**src/rtl/pong_pkg.sv**
```systemverilog
// Shared constants and types for the pong match logic: screen geometry,
// match state encoding, winner codes and a small score-to-BCD helper.
package pong_pkg;

  localparam int unsigned H_ACTIVE = 640;
  localparam int unsigned V_ACTIVE = 480;

  typedef enum logic [1:0] {
    IDLE,
    PLAY,
    POINT,
    GAME_OVER
  } state_t;

  localparam logic [1:0] WIN_NONE = 2'b00;
  localparam logic [1:0] WIN_P1   = 2'b01;
  localparam logic [1:0] WIN_P2   = 2'b10;

  // Scores are at most 15, so the tens digit is only ever 0 or 1.
  function automatic logic [7:0] to_bcd(input logic [3:0] v);
    if (v >= 4'd10) begin
      return {4'd1, v - 4'd10};
    end
    return {4'd0, v};
  endfunction

endpackage

```
**src/rtl/serve_timer.sv**
```systemverilog
// Serve pause timer: counts while run is high and flags the final cycle
// of a SERVE_CYCLES-long pause; clear restarts the count from zero.
module serve_timer #(
  parameter int unsigned SERVE_CYCLES = 25_000_000,
  parameter int unsigned CNT_W        = 25
) (
  input  logic clk,
  input  logic reset,
  input  logic clear,
  input  logic run,
  output logic done
);

  localparam logic [CNT_W-1:0] LAST = CNT_W'(SERVE_CYCLES - 1);

  logic [CNT_W-1:0] serve_cnt;

  always_ff @(posedge clk) begin
    if (reset || clear) begin
      serve_cnt <= '0;
    end else if (run) begin
      serve_cnt <= (serve_cnt == LAST) ? '0 : serve_cnt + CNT_W'(1);
    end
  end

  assign done = run && (serve_cnt == LAST);

endmodule

```
**src/rtl/score_keeper.sv**
```systemverilog
// Match sequencer: detects goals from ball_x, keeps scores, gates the ball
// mover via play_en. Define SCORE_BCD_EN to add registered BCD score ports.
module score_keeper #(
  parameter int unsigned H_ACTIVE     = pong_pkg::H_ACTIVE,
  parameter int unsigned WIN_SCORE    = 7,
  parameter int unsigned SERVE_CYCLES = 25_000_000,
  parameter int unsigned CNT_W        = 25
) (
  input  logic       clk,
  input  logic       reset,
  input  logic [9:0] ball_x,
  input  logic       start,
  output logic       play_en,
  output logic [3:0] p1_score,
  output logic [3:0] p2_score,
  output logic       point_pulse,
  output logic       game_over,
  output logic [1:0] winner
`ifdef SCORE_BCD_EN
  ,
  output logic [7:0] p1_bcd,
  output logic [7:0] p2_bcd
`endif
);

  import pong_pkg::*;

  localparam logic [3:0] WIN = 4'(WIN_SCORE);

  state_t state;
  logic   at_l, at_r;
  logic   at_l_q, at_r_q;
  logic   goal_l, goal_r;
  logic   serve_done;

  assign at_l   = (ball_x == 10'd0);
  assign at_r   = (32'(ball_x) >= H_ACTIVE);
  assign goal_l = at_l & ~at_l_q;
  assign goal_r = at_r & ~at_r_q;

  serve_timer #(
    .SERVE_CYCLES(SERVE_CYCLES),
    .CNT_W       (CNT_W)
  ) u_serve_timer (
    .clk  (clk),
    .reset(reset),
    .clear(state != POINT),
    .run  (state == POINT),
    .done (serve_done)
  );

  always_ff @(posedge clk) begin
    if (reset) begin
      state       <= IDLE;
      play_en     <= 1'b0;
      p1_score    <= '0;
      p2_score    <= '0;
      point_pulse <= 1'b0;
      game_over   <= 1'b0;
      winner      <= WIN_NONE;
      at_l_q      <= 1'b0;
      at_r_q      <= 1'b0;
    end else begin
      at_l_q      <= at_l;
      at_r_q      <= at_r;
      point_pulse <= 1'b0;
      case (state)
        IDLE: begin
          if (start) begin
            state   <= PLAY;
            play_en <= 1'b1;
          end
        end
        PLAY: begin
          // A simultaneous two-edge goal still pauses play but scores nobody.
          if (goal_l || goal_r) begin
            point_pulse <= 1'b1;
            state       <= POINT;
            play_en     <= 1'b0;
            if (goal_r && !goal_l && p1_score < WIN) begin
              p1_score <= p1_score + 4'd1;
              if (p1_score + 4'd1 == WIN) begin
                state     <= GAME_OVER;
                game_over <= 1'b1;
                winner    <= WIN_P1;
              end
            end else if (goal_l && !goal_r && p2_score < WIN) begin
              p2_score <= p2_score + 4'd1;
              if (p2_score + 4'd1 == WIN) begin
                state     <= GAME_OVER;
                game_over <= 1'b1;
                winner    <= WIN_P2;
              end
            end
          end
        end
        POINT: begin
          if (serve_done) begin
            state   <= PLAY;
            play_en <= 1'b1;
          end
        end
        GAME_OVER: begin
          if (start) begin
            state     <= PLAY;
            play_en   <= 1'b1;
            game_over <= 1'b0;
            p1_score  <= '0;
            p2_score  <= '0;
            winner    <= WIN_NONE;
          end
        end
        default: begin
          state   <= IDLE;
          play_en <= 1'b0;
        end
      endcase
    end
  end

`ifdef SCORE_BCD_EN
  always_ff @(posedge clk) begin
    if (reset) begin
      p1_bcd <= 8'h00;
      p2_bcd <= 8'h00;
    end else begin
      p1_bcd <= to_bcd(p1_score);
      p2_bcd <= to_bcd(p2_score);
    end
  end
`endif

endmodule

```
**config.mk**
```make
export PLATFORM = sky130hd
export DESIGN_NAME = score_keeper
export DESIGN_NICKNAME = d
export VERILOG_FILES = /design/src/rtl/pong_pkg.sv /design/src/rtl/serve_timer.sv /design/src/rtl/score_keeper.sv
export SDC_FILE = /design/constraint.sdc
export NUM_CORES = 1
export LEC_CHECK = 0
export BUFFER_PORTS_ARGS = -buffer_cell sky130_fd_sc_hd__buf_2
export CAP_MARGIN = 20
export CORE_UTILIZATION = 38
export CTS_CLUSTER_DIAMETER = 150
export DETAILED_ROUTE_END_ITERATION = 10
export HOLD_SLACK_MARGIN = 0.02
export PLACE_DENSITY = 0.52
export SLEW_MARGIN = 20
export SYNTH_ARGS = -nofsm -noshare
export SYNTH_HDL_FRONTEND = slang
export SYNTH_SLANG_ARGS = --single-unit
```
**constraint.sdc**
```tcl
create_clock -name clk -period 2.41 [get_ports clk]
set_input_delay 0.241 -clock clk [delete_from_list [all_inputs] [get_ports clk]]
set_output_delay 0.241 -clock clk [all_outputs]
set_load 0.02 [all_outputs]
```
After elaboration in Yosys (flattened, before gate mapping) --
Cells that the tools add are included.
Cells by class: equal/unequal tests 17, bitwise gates (word level) 5, add/subtract/negate cells 3, order comparisons 3, muxes and demuxes 36, reductions and logical operators 18
Operators by type and width (count):
- $add 25x1->25 const B | 1
- $eq 25x25->1 const B | 1
- $mux 25 | 1
- $mux 4 | 6
- $mux 2 | 10
- $pmux 4 s2 | 2
- $ne 2x2->1 const B | 7
- $mux 1 | 13
- $ge 10x10->1 const B | 1
- $logic_not 10->1 | 1
- $ne 3x3->1 const B | 3
- $add 4x1->4 const B | 2
- $eq 4x3->1 const B | 2
- $lt 4x3->1 const B | 2
- $pmux 2 s3 | 1
- $reduce_and 6->1 | 1
- $logic_and 1x1->1 | 5
- $reduce_and 5->1 | 1
- $eq 2x2->1 const B | 2
- $pmux 2 s2 | 1
- $reduce_and 4->1 | 1
- $reduce_or 2->1 | 2
- $not 1->1 | 3
- $pmux 1 s3 | 1
- 9 further kinds | 12
Word-level totals: logic and storage cells 92, output and inout port bits 13, register bits after elaboration 42, bits of input ports 13

Depth between registers and ports, before layout --
Gate-level depths: netlist (run 1).
word-level depth 9, depth in mapped cells 8

Hierarchy --
A second synthesis (run 1) with hierarchy kept.
Unflattened totals: cells, all modules 263, area total of the unflattened synthesis 2249.7 um2
By module, submodules not included:
- serve_timer | sequential area each 500.5 um2, cells an instance 138, area each 1177.4 um2, times used 1
- score_keeper | sequential area each 340.3 um2, cells an instance 125, area each 1072.3 um2, times used 1

Worst setup path before layout (run 1) --
Ideal clock, no wire load.
kind register -> register, start point register p1_score[0], end point register p1_score[3], library setup time 0.071 ns, required time 2.339 ns, arrival 2.047 ns, setup slack 0.292 ns, stages on the path, launching flop included 7, cells stage by stage dfxtp_1 -> ha_1 -> and2_1 -> o41ai_1 -> o211ai_2 -> or4_1 -> a21oi_1
Between the ends: longest elaborated chain between the ends 4
RTL lines:
- start: declaration | line score_keeper.sv:14 | output logic [3:0] p1_score,
- start signal: assignment | line score_keeper.sv:81 | p1_score <= p1_score + 4'd1;
- $add 4x1->4 or $lt 4x3->1 (tied branches) | line score_keeper.sv:81, score_keeper.sv:80
- $mux 4 or $logic_and 1x1->1 (tied branches) | line score_keeper.sv:80 | if (goal_r && !goal_l && p1_score < WIN) begin
- $mux 4 or $ne 2x2->1 (tied branches)
- $pmux 4 s2 or $reduce_and 4->1 (tied branches)
Parallel ways exist; a longest one is shown, timed or not. The select of a mux whose other input is x is not followed. A chain may end at the register's enable or synchronous reset.

Final worst setup path (run 1) --
Ends and elaborated chain as after synthesis.

==> out/metrics.cfg, run 1 <==
[run_status]
outcome=completed

[floorplan]
rows=27
start_util_pct=39.9
fp.dieH_um=78.5
fp.dieW_um=78.5
die_area_sq_um=6170
io_pins=26
coreArea_sq_um=5570

[routing]
drtIter0Drc=77
wire_per_inst_um=13.3
vias=1904
firstDrtPassIters=4
antenna_left=0
wirelength_mm=4.81
drc=0
viasPerCell=5.26

[worst_setup_path]
cp-startpoint=p1_score[0]
worstPathRequired_ns=2.65
path_depth=6
reg2reg_to=p1_score[3]
crit_path_max_incr_delay_ns=0.51
cp-endpoint=p1_score[3]
r2r_start=p1_score[0]
crit_chain=ha_1, and2_1, o41ai_1, o211ai_2, or4_1, a21oi_1
worstSetupStartpointType=flop
arrival_ns=2.49
cp_max_fo=8
worstRegToRegCells=6
crit_path_top_delay_cell=or4_1
r2r_setup_slack_ns=0.16
crit_family=compound AO/OA/AOI/OAI gates
cp-end-kind=flop
crit_type=reg2reg
crit_buf_inv=0

[placed_design]
post-place-ws_ns=0.0904
dp_hpwl_mm=3.43
portBuffers=25
dpl_cell_area_sq_um=2440
place_inst=354
finalWeightedCongestion=0.787

[grt]
grt_max_degree=24
grt_pass1_wl_mm=8.18
grtUsageTotal_pct=16.9
first_global_vias=1706
antenna_found_initial=0
overflow=0

[sta]
rsz0062_at_grt=no
drv_slew=0
fin_tns_setup_ns=0
setup_slack_ns=0.157
finClkSkew_ns=0.00797
relSlewSlack_pct=60.1
setup_viol=0
min_period_ns=2.25
hold_viol=0
max_freq_mhz=444
hold_slack_ns=0.224
tightest_slew_ns=0.594
min_period_over_period_pct=93.5

[synthesis]
yosysWarnings=0
synthArstFlopShare_pct=0
yosys_most_used_dff=dfxtp_1
synth_area_sq_um=2230
ys_seq_area_share_pct=37.8
avgSynthCellArea_sq_um=8.53
syn_nets=283
synth-edff-count=0
synth_cell_types=47
ys_seq_elements=42
netlist_instances=261

[pwr]
p_leak_nw=0.882
power_frac_comb_pct=28.2
ir_worst_vdd_mv=0.308
clkPwrFrac_pct=28.9
switching_share_pct=33.7
p_sw_uw=651
intPower_mw=1.28
power_frac_seq_pct=42.9
p_per_area_nw_per_um2=755

[clock_tree]
clk_path_buf_depth=2
post_cts_resized=0
postCtsSetupBuffers=0
hold_buffers=0
path_clk_slew_ns=0.08
cts_tree=built
clk_latency_ns=0.30
cts_sinks=42
clockRootBuffer=clkbuf_8
cts_buffers=5
cts-htree-levels=2

[hold_path]
hold_depth=3
hp-class=in2reg

[final_layout]
layout-drive-gt1-share_pct=16.2
final_area_sq_um=2550
fin_cells=362
area_growth_syn_to_layout_pct=14.8
fill_cells=582
antenna_cells=0
layout.nets=311

[flow_run]
maxCapViolations=0

kinds of logic (layout without fill, tap and decap cells):
family | Yosys count | after routing | synth area share [%]
AO/OA/AOI/OAI | 43 | 43 | 13.8
XOR/XNOR | 23 | 23 | 9.05
adder cells (fa/ha/maj) | 9 | 9 | 5.06
buffers and inverters | 21 | 50 | 3.54
flip-flops | 42 | 42 | 37.8
multiplexers | 4 | 4 | 1.85
AND/OR/NAND/NOR | 119 | 119 | 28.9
stage by stage:
step / util (%) / power (mW)
2_1_floorplan: - / 1.22
3_3_place_gp: 43.9 / 1.38
3_5_place_dp: 43.9 / 1.39
4_1_cts: 45.8 / 1.95
5_1_grt: 45.8 / 2.05
6_report: 45.8 / 1.93
worst min-delay path, cell delays in order:
cell and delay [ns]:
buf_2 0.08, or4_4 0.12, nor4_1 0.05
placed cells by master (no fill, tap or decap), types with 6 or more instances in the layout:
master    n
nor2_1   34
nor4_1   11
xnor2_1  17
and4_1    6
nor3_1    8
nand2_1  15
buf_2    25
dfxtp_1  42
ha_1      9
xor2_1    6
inv_1    12
nand3_1  13
or3_1     6
a21oi_1  10
worst min-delay path by stage:
stage / from / to / slack [ns]
after floorplan: reset / at_l_q / 0.32
after global placement: winner[0] / winner[0] / 0.44
after detailed placement: winner[1] / winner[1] / 0.45
after CTS: ball_x[6] / at_l_q / 0.22
after global routing: ball_x[6] / at_l_q / 0.22
final: ball_x[6] / at_l_q / 0.22
layer usage:
layer	part of all wire, %	wire (um)	vias up	track usage (%)
li1	-	-	1000	-
met1	54	2620	871	25.7
met2	40	1940	27	22.5
met3	3.9	190	6	4.42
met4	1.3	61	0	5.56
met5	0	0	-	0
area by class of cell:
type / count / area [sq um] / area share (%)
clock inverters: 2 / 37.5 / 1.47
flip-flops and latches: 42 / 841 / 32.9
repair buffers: 30 / 163 / 6.37
well taps: 72 / 90.1 / 3.53
multi-input cells: 198 / 1310 / 51.1
clock buffers: 6 / 72.6 / 2.84
inverters: 12 / 45.0 / 1.76
registers in the layout, summed over array words and instances (netlist names):
name and flops:
p2_score 4, at_l_q 1, u_serve_timer.serve_cnt 25, point_pulse 1
winner 2, state 2, play_en 1, p1_score 4
at_r_q 1, game_over 1
synth_stat cells, types with 7 or more instances:
| cell | count | area share [%] |
|---|---|---|
| ha_1 | 9 | 5.1 |
| nand2_1 | 15 | 2.5 |
| xnor2_1 | 17 | 6.7 |
| inv_1 | 12 | 2.0 |
| nor2_1 | 34 | 5.7 |
| nor3_1 | 8 | 1.8 |
| clkbuf_1 | 7 | 1.2 |
| a21oi_1 | 10 | 2.2 |
| nand3_1 | 13 | 2.9 |
| dfxtp_1 | 42 | 38 |
| nor4_1 | 11 | 3.1 |
power by group through the flow:
stage | Sequential (mW) | Combinational [mW] | Clock (mW)
2_1_floorplan | 0.891 | 0.333 | 0
3_3_place_gp | 0.842 | 0.542 | 0
3_5_place_dp | 0.844 | 0.542 | 0
4_1_cts | 0.826 | 0.549 | 0.572
5_1_grt | 0.839 | 0.611 | 0.602
6_report | 0.827 | 0.545 | 0.557
Note: power is estimated with default switching activity, not from simulation.
==> inputs of run 2 (changes only) <==
- SYNTH_HIERARCHICAL: default -> 1
==> run 2 against run 1 <==
  * Via count rose by 1.8%
  * Setup slack improved by 0.058 ns
  * Final area rose by 0.69%
  * Synthesized cell count rose by 0.77%
  * Routed wire length down 0.17%
  * Die area up 1.0%
  * Sequential share of layout area is 0.22 points lower
  * Critical path type unchanged
  * Critical endpoint is now play_en
  * Clock skew hardly changed
  * Highest routed layer unchanged
  * Sequential power shrank 5.1%
==> out/metrics.cfg, run 2 <==
[synthesis]
synth_top_cell_by_area=dfxtp_1
ys_seq_elements=42  ; unchanged
synth_area_sq_um=2250  ; +1.1%
netlist_instances=263  ; +0.77%
synth_cell_types=56  ; +19%
yosysWarnings=6  ; +6
yosys_most_used_dff=dfxtp_1
yosysMostFrequentCell=dfxtp_1
synth_top_area_share_pct=37.4  ; -0.40 points
ys_seq_area_share_pct=37.4  ; -0.40 points
netlist_top_cells_count=dfxtp_1, nor2_1, a21oi_1, nand2_1, inv_1
syn_nets=285  ; +0.71%
synth_area_leaders=dfxtp_1, a21oi_1, ha_1
avgSynthCellArea_sq_um=8.55  ; +0.30%
synthArstFlopShare_pct=0  ; unchanged
synth-edff-count=0  ; unchanged

[sta]
hold_viol=0  ; unchanged
min_period_over_period_pct=91.1  ; -2.4 points
rsz0062_at_grt=no
fin_tns_setup_ns=0  ; unchanged
max_freq_mhz=456  ; +2.6%
tightest_slew_ns=0.460  ; -0.134 ns
min_period_ns=2.19  ; -0.0581 ns
drv_slew=0  ; unchanged
setup_viol=0  ; unchanged
relSlewSlack_pct=69.3  ; +9.1 points
finClkSkew_ns=0.00760  ; -0.000370 ns

[worst_setup_path]
cp_max_fo=5  ; -3
cp-startpoint=state[0]
arrival_ns=2.41  ; -0.08 ns
reg2reg_to=play_en
worstPathRequired_ns=2.62  ; -0.03 ns
worstSetupStartpointType=flop
r2r_start=state[0]
r2r_setup_slack_ns=0.22  ; +0.06 ns
worstRegToRegCells=9  ; +3
cp-end-kind=flop
crit_type=reg2reg
cp-endpoint=play_en

[clock_tree]
clockRootBuffer=clkbuf_8
cts_sinks=42  ; unchanged
path_clk_slew_ns=0.08  ; about the same
clk_latency_ns=0.28  ; -0.02 ns
cts-htree-levels=2  ; unchanged
cts_tree=built
clk_path_buf_depth=2  ; unchanged
postCtsSetupBuffers=0  ; unchanged
cts_buffers=5  ; unchanged

[placed_design]
dp_hpwl_mm=3.54  ; +3.5%
finalWeightedCongestion=0.770  ; -2.1%
portBuffers=25  ; unchanged

[grt]
antenna_found_initial=0  ; unchanged
grt_pass1_wl_mm=8.25  ; +0.93%
grtUsageTotal_pct=16.6  ; -0.27 points
overflow=0  ; unchanged
first_global_vias=1741  ; +2.1%
grt_max_degree=19  ; -21%

[pwr]
p_per_area_nw_per_um2=691  ; -8.5%
p_total_mw=1.78  ; -7.9%
switching_share_pct=32.8  ; -0.90 points
p_leak_nw=0.900  ; +2.1%
power_frac_comb_pct=30.0  ; +1.8 points
ir_worst_vdd_mv=0.600  ; +95%
power_frac_seq_pct=44.1  ; +1.2 points
clkPwrFrac_pct=25.9  ; -3.0 points
intPower_mw=1.19  ; -6.6%
p_sw_uw=584  ; -10%

[hold_path]
min_from=ball_x[1]
hp-class=in2reg

[flow_run]
maxCapViolations=0  ; unchanged

[floorplan]
die_area_sq_um=6230  ; +1.0%
fp.dieH_um=78.9  ; +0.52%
io_pins=26  ; unchanged
coreArea_sq_um=5610  ; +0.61%
fp.dieW_um=78.9  ; +0.52%
rows=27  ; unchanged
start_util_pct=40.1  ; +0.18 points

[routing]
viasPerCell=5.30  ; +0.73%
antenna_left=0  ; unchanged
drtIter0Drc=130  ; +69%
drc=0  ; unchanged
wire_per_inst_um=13.1  ; -1.3%
vias=1939  ; +1.8%
firstDrtPassIters=4  ; unchanged
wirelength_mm=4.81  ; -0.17%

[final_layout]
regMostFlops=u_serve_timer/serve_cnt
largest_register_ffs=25  ; unchanged
layout.nets=315  ; +1.3%
final_common_cell=dfxtp_1
final_cell_mix=dfxtp_1, nor2_1, buf_2
post-route-util_pct=45.9  ; about the same
layout-drive-gt1-share_pct=18.4  ; +2.2 points
area_growth_syn_to_layout_pct=14.3
fill_cells=601  ; +3.3%
top_regs=u_serve_timer/serve_cnt: 25 flops, p1_score: 4 flops, p2_score: 4 flops
antenna_cells=0  ; unchanged

[run_status]
outcome=completed

-- run 2: cells by family (layout without fill, tap and decap cells) --
group           after synthesis  in the layout  share of synthesized area [%]
compound gates               58             58                           16.2
xor+xnor                     14             14                           5.45
fa+ha+maj                     9              9                           5.01
buf+inv                      23             54                           4.45
flops                        42             42                           37.4
mux                           4              4                           1.84
simple gates                113            113                           29.6
-- run 2: how the worst min path moves through the flow --
stage,endpoint,cells after the start
after CTS,at_l_q,4
after detailed placement,play_en,2
after floorplan,p2_score[1],1
final,at_l_q,4
after global placement,play_en,2
after global routing,at_l_q,4
-- run 2: layer usage --
layer | up-vias | track usage, % | share of wire (%)
met5 | - | 0 | 0
met4 | 0 | 3.82 | 0.62
met3 | 2 | 3.45 | 3.3
met2 | 22 | 23.8 | 41
met1 | 896 | 25.2 | 55
li1 | 1019 | - | -
-- run 2: power by group through the flow --
| stage | Combinational, mW | Sequential (mW) | Clock (mW) |
|---|---|---|---|
| after floorplan | 0.352 | 0.835 | 0 |
| after global placement | 0.530 | 0.801 | 0 |
| after detailed placement | 0.532 | 0.801 | 0 |
| after CTS | 0.536 | 0.785 | 0.479 |
| after global routing | 0.602 | 0.796 | 0.516 |
| final | 0.533 | 0.785 | 0.460 |
-- run 2: per-stage QoR --
stage               cell area (sq um)  setup slack (ns)  hold slack (ns)  instances
finish                           2570             0.215            0.232        366
detailed placement               2480             0.211            0.452        358
CTS                              2570             0.190            0.230        366
global route                     2570            0.0109            0.228        366
global placement                 2480             0.275            0.452        358
floorplan                        2250             0.218            0.310        263
-- run 2: worst max-delay path: stages, from the launching register on --
cell     delay [ns]
dfxtp_1        0.35
inv_1          0.09
ha_2           0.22
nand4_2        0.10
or2_2          0.36
nor3_1         0.18
inv_1          0.06
a221o_1        0.42
or2_0          0.23
a21oi_1        0.13
-- run 2: repair_timing --
action	CTS	global route
resized for setup	0	1
endpoints found under the setup margin	0	1
hold buffers	0	0
-- run 2: area by class of cell --
cell class	instances	area (sq um)	share of cell area (%)
clock inverter	1	5.00	0.195
tap	72	90.1	3.50
sequential	42	841	32.7
inverter	13	48.8	1.90
clock buffer	7	86.3	3.36
multi-input combinational	198	1320	51.2
timing repair buffer	33	185	7.20
